===== config.mk =====
export PLATFORM = sky130hd
export DESIGN_NAME = nkmd_dai_rx
export DESIGN_NICKNAME = d
export VERILOG_FILES = /design/src/rtl/nkmd_dai_rx.sv
export SDC_FILE = /design/constraint.sdc
export NUM_CORES = 1
export LEC_CHECK = 0
export CAP_MARGIN = 0
export CORE_ASPECT_RATIO = 0.5
export CORE_MARGIN = 8
export CORE_UTILIZATION = 50
export DETAILED_ROUTE_END_ITERATION = 8
export PLACE_DENSITY = 0.67
export SLEW_MARGIN = 20
export SYNTH_ARGS = -nofsm -noshare
export SYNTH_HDL_FRONTEND = slang
export SYNTH_SLANG_ARGS = --single-unit

===== constraint.sdc =====
create_clock -name clk -period 3.29 [get_ports clk]
set_clock_uncertainty 0.15 [all_clocks]
set_input_delay 0.329 -clock clk [delete_from_list [all_inputs] [get_ports clk]]
set_output_delay 0.329 -clock clk [all_outputs]
set_load 0.005 [all_outputs]

===== src/rtl/nkmd_dai_rx.sv =====
// DAI receive buffer: 64x24 ring of received samples exposed to the NKMD CPU
// as an unread count, a sticky overflow flag and a 64-word read window.
module nkmd_dai_rx #(
   parameter logic [31:0] ADDR_CSR  = 32'h0000d001,
   parameter logic [31:0] ADDR_STAT = 32'h0000d002,
   parameter logic [31:0] ADDR_BUF  = 32'h0000e000
) (
   input  logic        clk,
   input  logic        rst,
   input  logic        rx_ack_i,
   input  logic [23:0] rx_data_i,
   input  logic [31:0] data_i,
   output logic [31:0] data_o,
   input  logic [31:0] addr_i,
   input  logic        we_i,
   output logic        rx_overflow_o
);

   logic [23:0] ring [64];
   logic [5:0]  wr_ff;
   logic [5:0]  rd_ff;
   logic [5:0]  unread_ff;
   logic        overflow_ff;

   logic        full;
   logic        push;
   logic        drop;
   logic        csr_we;
   logic        stat_clr;
   logic [5:0]  n_cons;
   logic [31:0] buf_off;
   logic [5:0]  rd_idx;
   logic [31:0] rd_next;
   logic        unused_ok;

   assign unused_ok = ^data_i[31:6];

   always_comb begin
      full     = (unread_ff == 6'd63);
      push     = rx_ack_i & ~full;
      drop     = rx_ack_i & full;
      csr_we   = we_i & (addr_i == ADDR_CSR);
      stat_clr = we_i & (addr_i == ADDR_STAT) & data_i[0];
      n_cons   = 6'd0;
      if (csr_we)
         n_cons = (data_i[5:0] < unread_ff) ? data_i[5:0] : unread_ff;
      buf_off  = addr_i - ADDR_BUF;
      rd_idx   = rd_ff + buf_off[5:0];
      rd_next  = 32'h0;
      if (addr_i == ADDR_CSR)
         rd_next = {26'h0, unread_ff};
      else if (addr_i == ADDR_STAT)
         rd_next = {31'h0, overflow_ff};
      else if (buf_off[31:6] == 26'h0)
         rd_next = {8'h0, ring[rd_idx]};
   end

   // count is computed against the pre-push value so a same-cycle
   // consume can never eat the sample arriving this cycle
   always_ff @(posedge clk or negedge rst) begin
      if (!rst) begin
         wr_ff       <= 6'd0;
         rd_ff       <= 6'd0;
         unread_ff   <= 6'd0;
         overflow_ff <= 1'b0;
         data_o      <= 32'h0;
      end else begin
         if (push)
            wr_ff <= wr_ff + 6'd1;
         rd_ff     <= rd_ff + n_cons;
         unread_ff <= unread_ff + {5'd0, push} - n_cons;
         if (drop)
            overflow_ff <= 1'b1;
         else if (stat_clr)
            overflow_ff <= 1'b0;
         data_o <= rd_next;
      end
   end

   always_ff @(posedge clk) begin
      if (push && rst)
         ring[wr_ff] <= rx_data_i;
   end

   assign rx_overflow_o = overflow_ff;

endmodule


==> results of run 1 <==
[metal layers]
layer	part of all wire (%)	vias to the layer above	global-route usage, %
li1	-	11986	-
met1	41	16203	32.5
met2	46	1703	34.8
met3	11	197	7.20
met4	2.2	0	6.00
met5	0	-	0
[synthesized netlist by cell type (2+ instances only)]
cell	count	area share (%)
nor4_1	5	0.051
clkbuf_1	52	0.32
buf_2	54	0.44
fa_1	3	0.098
mux4_2	473	17
o21ai_0	4	0.033
nor4b_1	2	0.029
a221oi_1	5	0.071
a22o_1	2	0.029
mux2_2	12	0.22
nand2b_1	2	0.020
a21o_1	7	0.086
inv_1	15	0.092
buf_4	24	0.29
or2_2	7	0.071
o21a_1	2	0.024
edfxtp_1	1536	75
o21bai_1	2	0.024
xnor2_1	15	0.21
xor2_1	5	0.071
a21oi_1	11	0.090
or4_4	2	0.037
nor2b_1	3	0.031
or3b_2	3	0.043
dfrtp_1	43	1.8
nand2_1	15	0.092
nor2_1	80	0.49
nand4_1	6	0.061
mux2i_1	42	0.69
a211oi_1	34	0.42
buf_1	5	0.031
nand3_1	7	0.057
and2_1	21	0.21
ha_1	27	0.55
buf_6	6	0.11
nand3b_1	5	0.061
a211oi_2	5	0.10
o21ai_1	2	0.016
nor3_1	10	0.082
[per-stage QoR]
step	hold slack [ns]	TNS, ns	util (%)	cell area (um2)	instances
finish	-0.00188	-7.90	60.7	73400	4773
global route	0.00783	-9.59	60.6	73400	4768
CTS	0.00945	-8.46	60.2	72800	4744
detailed placement	0.426	-22.79	55.9	67700	4475
global placement	0.377	-21.94	55.9	67700	4475
floorplan	-0.117	-1.34	-	61400	2577
[worst max-delay path: stages, from the launching register on]
cell and delay, ns:
dfrtp_1 0.41, ha_4 0.18, fa_4 0.86, buf_12 0.18, buf_12 0.12, buf_8 0.12, clkbuf_16 0.16, mux4_2 0.28
mux4_2 0.59, mux2i_4 0.21, buf_6 0.17, a211oi_1 0.09
[path summary, 6_finish.rpt]
path                            slack (ns)                         to  cells past startpoint                 startpoint
max in group asynchronous             2.33        data_o[9]$_DFF_PN0_                      3                        rst
worst max register to register       -0.39       data_o[14]$_DFF_PN0_                     11         rd_ff[0]$_DFF_PN0_
min in group asynchronous             0.26       wr_ff[0]$_DFFE_PN0P_                      3                        rst
worst max-delay path                 -0.39       data_o[14]$_DFF_PN0_                     11         rd_ff[0]$_DFF_PN0_
worst min-delay path                -0.002     ring[51][23]$_DFFE_PP_                      1              rx_data_i[23]
worst min register to register        0.43  rx_overflow_o$_DFFE_PN0P_                      1  rx_overflow_o$_DFFE_PN0P_
[cell families after synthesis]
group                      Yosys count  share of synthesized area [%]
AOI/OAI and AO/OA                   80                          0.984
xor gates and xnor gates            20                          0.286
adders and majority gates           30                          0.649
buffers and inverters              156                           1.29
DFF                               1579                           77.0
muxes                              528                           18.3
other                                1                        0.00612
and+or+nand+nor                    176                           1.50
[cell type report]
class,instances,area share (%)
inverter,15,0.0767
sequential,1579,64.3
clock buffer,182,5.24
multi-input combinational,842,19.2
clock inverter,67,0.893
tap,1610,2.74
timing repair buffer,472,7.56
antenna,6,0.0204
[power breakdown]
| group | leakage, nW | switching [W] | internal, W |
|---|---|---|---|
| logic | 7.04 | 0.00226 | 0.00193 |
| clock network | 2.21 | 0.00711 | 0.00920 |
| registers | 14.4 | 0.000190 | 0.0225 |
[registers in the layout, summed over array words and instances (netlist names)]
| signal | cells |
|---|---|
| data_o | 24 |
| rd_ff | 6 |
| ring | 1536 |
| rx_overflow_o | 1 |
| unread_ff | 6 |
| wr_ff | 6 |
[timing repair]
item	CTS	global route
pin swaps	29	30
resized for setup	76	43
cloned	5	7
buffers inserted	17	9
hold buffers	3	10
setup endpoints to repair	28	32
endpoints found under the hold margin	108	144
==> summary.txt, run 1 <==
Outcome
  • Status: finished with violations
  • Violated checks: antenna violations, negative hold slack, negative setup slack

Pwr
  • Leakage power: 23.6 nW
  • VDD IR max: 0.000537 V
  • Power consumption: 0.0432 W
  • Pwr Density: 588 mW/mm2

Worst setup path
  • Critical Path RT: 3.76 ns
  • Arrival time worst endpoint: 4.15 ns
  • CP Class: flip-flop to flip-flop
  • Max FO, Critical Path: 8
  • CP Launch Type: flip-flop
  • Critical Path End Type: flip-flop

CTS
  • Root Driver: clkbuf_16
  • Clk pin slew, worst setup/hold paths: 0.07 ns
  • H-tree Lvls: 4
  • CTS max path bufs: 3
  • Clock Sink Count: 1579
  • Worst-Skew Late Latency: 0.77 ns
  • CTS buffer count: 139
  • CTS tree: built

Final layout
  • Most common cell after layout, fill and taps aside: edfxtp_1
  • Most frequent cells in the layout: edfxtp_1, mux4_2, buf_4
  • Area grow syn2layout: 19.8%
  • Reg area: 0.0472 mm2
  • Area of the multi-input gates: 0.0141 mm2
  • Share of layout cells above drive strength 1: 39.0%
  • Net count, final: 3171
  • Filler cells: 8115

STA
  • Hold Slack: -0.00188 ns
  • Final hold vios: 1
  • Final min period: 3.68 ns
  • RSZ-0062 raised after global routing: yes
  • Rel. slew slack: 29.7%
  • Final setup fails: 26
  • Final worst path period share: 112%
  • Max Fclk: 272 MHz
  • Worst slew pin tran: 1.06 ns
  • Slew Viols, Final: 0
  • Final worst slack: -0.390 ns

Floorplan
  • Rows: 90
  • Die Y: 264 um
  • Core box area: 0.121 mm2
  • Starting Density: 50.6%
  • Die X: 511 um
  • Die area: 0.135 mm2
  • I/O pin count: 125

Routing
  • Post-DR vias/cell: 6.30
  • Wire per inst: 33.1 um
  • First-pass DRT Iterations: 5
  • Final antenna-violating net count: 1
  • Vias: 30089
  • DRT iter0 DRCs: 4116
  • # DRC: 0
  • Total Wirelength: 158000 um

Synth
  • Synthesized area: 0.0613 mm2
  • EDFF count, synth: 1536
  • Synth cell types: 55
  • Most frequently used flop master after synthesis: edfxtp_1
  • Mapped Cells: 2570
  • Syn Area/Cell: 23.9 um2
  • Ys async rst share: 2.72%
  • Sequential area share after synthesis: 77.0%
  • Synth Register Bits: 1579
  • YS warnings: 0

Global routing
  • Global Route Usage Sum: 22.9%
  • Initial antenna violation count: 6
  • Grt total ovfl: 0
  • Largest net degree at the start of global routing: 65
  • First-pass GRT wire length: 221000 um
  • Vias in the first global route: 30128

Placement
  • Place WS: -1.12 ns
  • Buffers on Ports: 90
  • Routability cong.: 0.813
  • Post-DP HPWL: 92000 um

Hold path
  • Worst hold path type: primary input to flip-flop

Flow run
  • Max-cap check violation count: 0
Power figures use the tool's default switching activity.
==> run 2: changes to the inputs <==
- CTS_CLUSTER_SIZE: default -> 8
==> summary.txt, run 2 (synthesis gave the netlist of run 1 again) <==
Outcome
  • Status: finished with violations
  • Violated checks: negative setup slack

CTS
  • Clock Sink Count: 1579 (unchanged)
  • CTS buffer count: 215 (+55%)
  • Clk pin slew, worst setup/hold paths: 0.06 ns (about the same)
  • CTS max path bufs: 3 (unchanged)
  • CTS tree: built
  • Worst-Skew Late Latency: 0.81 ns (+0.04 ns)
  • H-tree Lvls: 4 (unchanged)
  • Root Driver: clkbuf_16

STA
  • Final min period: 3.68 ns (-0.00496 ns)
  • Worst slew pin tran: 1.09 ns (+0.0358 ns)
  • Final worst slack: -0.385 ns (+0.00496 ns)
  • Final hold vios: 0 (-1)
  • RSZ-0062 raised after global routing: yes
  • Max Fclk: 272 MHz (+0.13%)
  • Slew Viols, Final: 0 (unchanged)
  • Final setup fails: 27 (+3.8%)
  • Final worst path period share: 112% (-0.15 points)
  • Rel. slew slack: 27.3% (-2.4 points)

Pwr
  • Pwr Density: 625 mW/mm2 (+6.3%)
  • Leakage power: 24.5 nW (+3.6%)
  • Power consumption: 0.0471 W (+9.0%)
  • VDD IR max: 0.000501 V (-6.7%)

Routing
  • Wire per inst: 33.5 um (+1.2%)
  • DRT iter0 DRCs: 3996 (-2.9%)
  • # DRC: 0 (unchanged)
  • Final antenna-violating net count: 0 (-1)
  • Total Wirelength: 163000 um (+3.4%)
  • Post-DR vias/cell: 6.33 (+0.41%)
  • Vias: 30878 (+2.6%)
  • First-pass DRT Iterations: 7 (+2)

Worst setup path
  • Critical Path End Type: flip-flop
  • Worst path top cell family by delay: multiplexers
  • Slowest cell on crit path: fa_4
  • Worst path most repeated cell: buf_12
  • Max FO, Critical Path: 6 (-2)
  • Max stage delay on crit path: 0.84 ns (-0.02 ns)
  • Cell Chain, Critical Path: ha_4, fa_4, buf_12, buf_12, buf_12, mux4_2, mux4_2, mux2i_4, buf_6, mux2_4, o21ai_2
  • Critical Path RT: 3.81 ns (+0.05 ns)
  • CP Launch Type: flip-flop
  • Arrival time worst endpoint: 4.20 ns (+0.05 ns)
  • CP Class: flip-flop to flip-flop
  • Critical path buffers and inverters: 4 (-1)

Final layout
  • Max reg flops: 1536 (unchanged)
  • Most common cell after layout, fill and taps aside: edfxtp_1
  • Net count, final: 3268 (+3.1%)
  • Area grow syn2layout: 22.8%
  • Filler cells: 7961 (-1.9%)
  • Largest regs: ring: 1536 flops, data_o: 24 flops
  • Reg with most FFs: ring
  • Share of layout cells above drive strength 1: 39.2% (+0.19 points)
  • Most frequent cells in the layout: edfxtp_1, mux4_2, buf_4

Floorplan
  • Die Y: 264 um (unchanged)
  • Rows: 90 (unchanged)
  • Die X: 511 um (unchanged)
  • Starting Density: 50.6% (unchanged)
  • Die area: 0.135 mm2 (unchanged)
  • I/O pin count: 125 (unchanged)
  • Core box area: 0.121 mm2 (unchanged)

Flow run
  • Max-cap check violation count: 0 (unchanged)

Global routing
  • Largest net degree at the start of global routing: 65 (unchanged)
  • Grt total ovfl: 0 (unchanged)
  • First-pass GRT wire length: 229000 um (+3.6%)
  • Global Route Usage Sum: 23.7% (+0.82 points)
  • Initial antenna violation count: 4 (-2)
  • Vias in the first global route: 31357 (+4.1%)

Placement
  • Buffers on Ports: 90 (unchanged)
  • Routability cong.: 0.813 (unchanged)
  • Place WS: -1.12 ns (unchanged)
  • Post-DP HPWL: 92000 um (unchanged)

Hold path
  • Worst hold path type: primary input to flip-flop
[run 2: cell count changes in the layout (fill, tap and decap cells not counted), moves of 8 or more]
cell / previous run / this run
clkbuf_1: 30 / 107
clkbuf_16: 152 / 225
clkinv_1: 25 / 0
clkinv_2: 18 / 0
bufinv_16: 12 / 0
buf_12: 118 / 126
dlygate4sd3_1: 13 / 21
[run 2: power by group]
| group | internal, W | switching (W) |
|---|---|---|
| logic | 0.00194 | 0.00227 |
| registers | 0.0225 | 0.000192 |
| clock network | 0.0121 | 0.00807 |
[run 2: per-stage QoR]
step	hold slack [ns]	utilization, %	area, um2	instances	setup TNS (ns)
after floorplan	-0.117	-	61400	2577	-1.34
after global placement	0.377	55.9	67700	4475	-21.94
after detailed placement	0.426	55.9	67700	4475	-22.79
after CTS	0.0334	61.8	74800	4855	-7.60
after global routing	0.107	62.2	75300	4878	-9.06
final	0.0719	62.2	75300	4878	-7.50
[run 2: layer usage]
| metal | global-route usage [%] | share of wire [%] | vias up |
|---|---|---|---|
| met3 | 7.83 | 12 | 251 |
| met2 | 35.9 | 46 | 1936 |
| li1 | - | - | 12185 |
| met5 | 0 | 0 | - |
| met4 | 7.68 | 2.6 | 0 |
| met1 | 32.9 | 40 | 16506 |
[run 2: area by class of cell]
cell class | count | area (um2) | area share [%]
Sequential cell | 1579 | 47200 | 62.7
Multi-Input combinational cell | 842 | 14100 | 18.7
Timing Repair Buffer | 493 | 5900 | 7.84
Clock buffer | 325 | 5860 | 7.78
Tap cell | 1610 | 2010 | 2.68
Clock inverter | 13 | 208 | 0.276
Inverter | 15 | 56.3 | 0.0748
Antenna cell | 1 | 2.50 | 0.00332
[run 2: worst paths after layout]
check / from / to / slack [ns] / cells past startpoint
worst max-delay path: rd_ff[0]$_DFF_PN0_ / data_o[0]$_DFF_PN0_ / -0.39 / 11
worst min-delay path: rx_data_i[9] / ring[38][9]$_DFFE_PP_ / 0.07 / 1
worst max register to register: rd_ff[0]$_DFF_PN0_ / data_o[0]$_DFF_PN0_ / -0.39 / 11
worst min register to register: rx_overflow_o$_DFFE_PN0P_ / rx_overflow_o$_DFFE_PN0P_ / 0.42 / 1
max in group asynchronous: rst / data_o[9]$_DFF_PN0_ / 2.35 / 3
min in group asynchronous: rst / unread_ff[3]$_DFF_PN0_ / 0.25 / 3
[run 2: timing repair]
item / in CTS / in global routing
pin swaps: 30 / 29
cloned: 8 / 7
endpoints found under the setup margin: 29 / 31
hold buffers: 7 / 14
setup buffers: 30 / 10
hold endpoints to repair: 212 / 629
resized for setup: 95 / 34
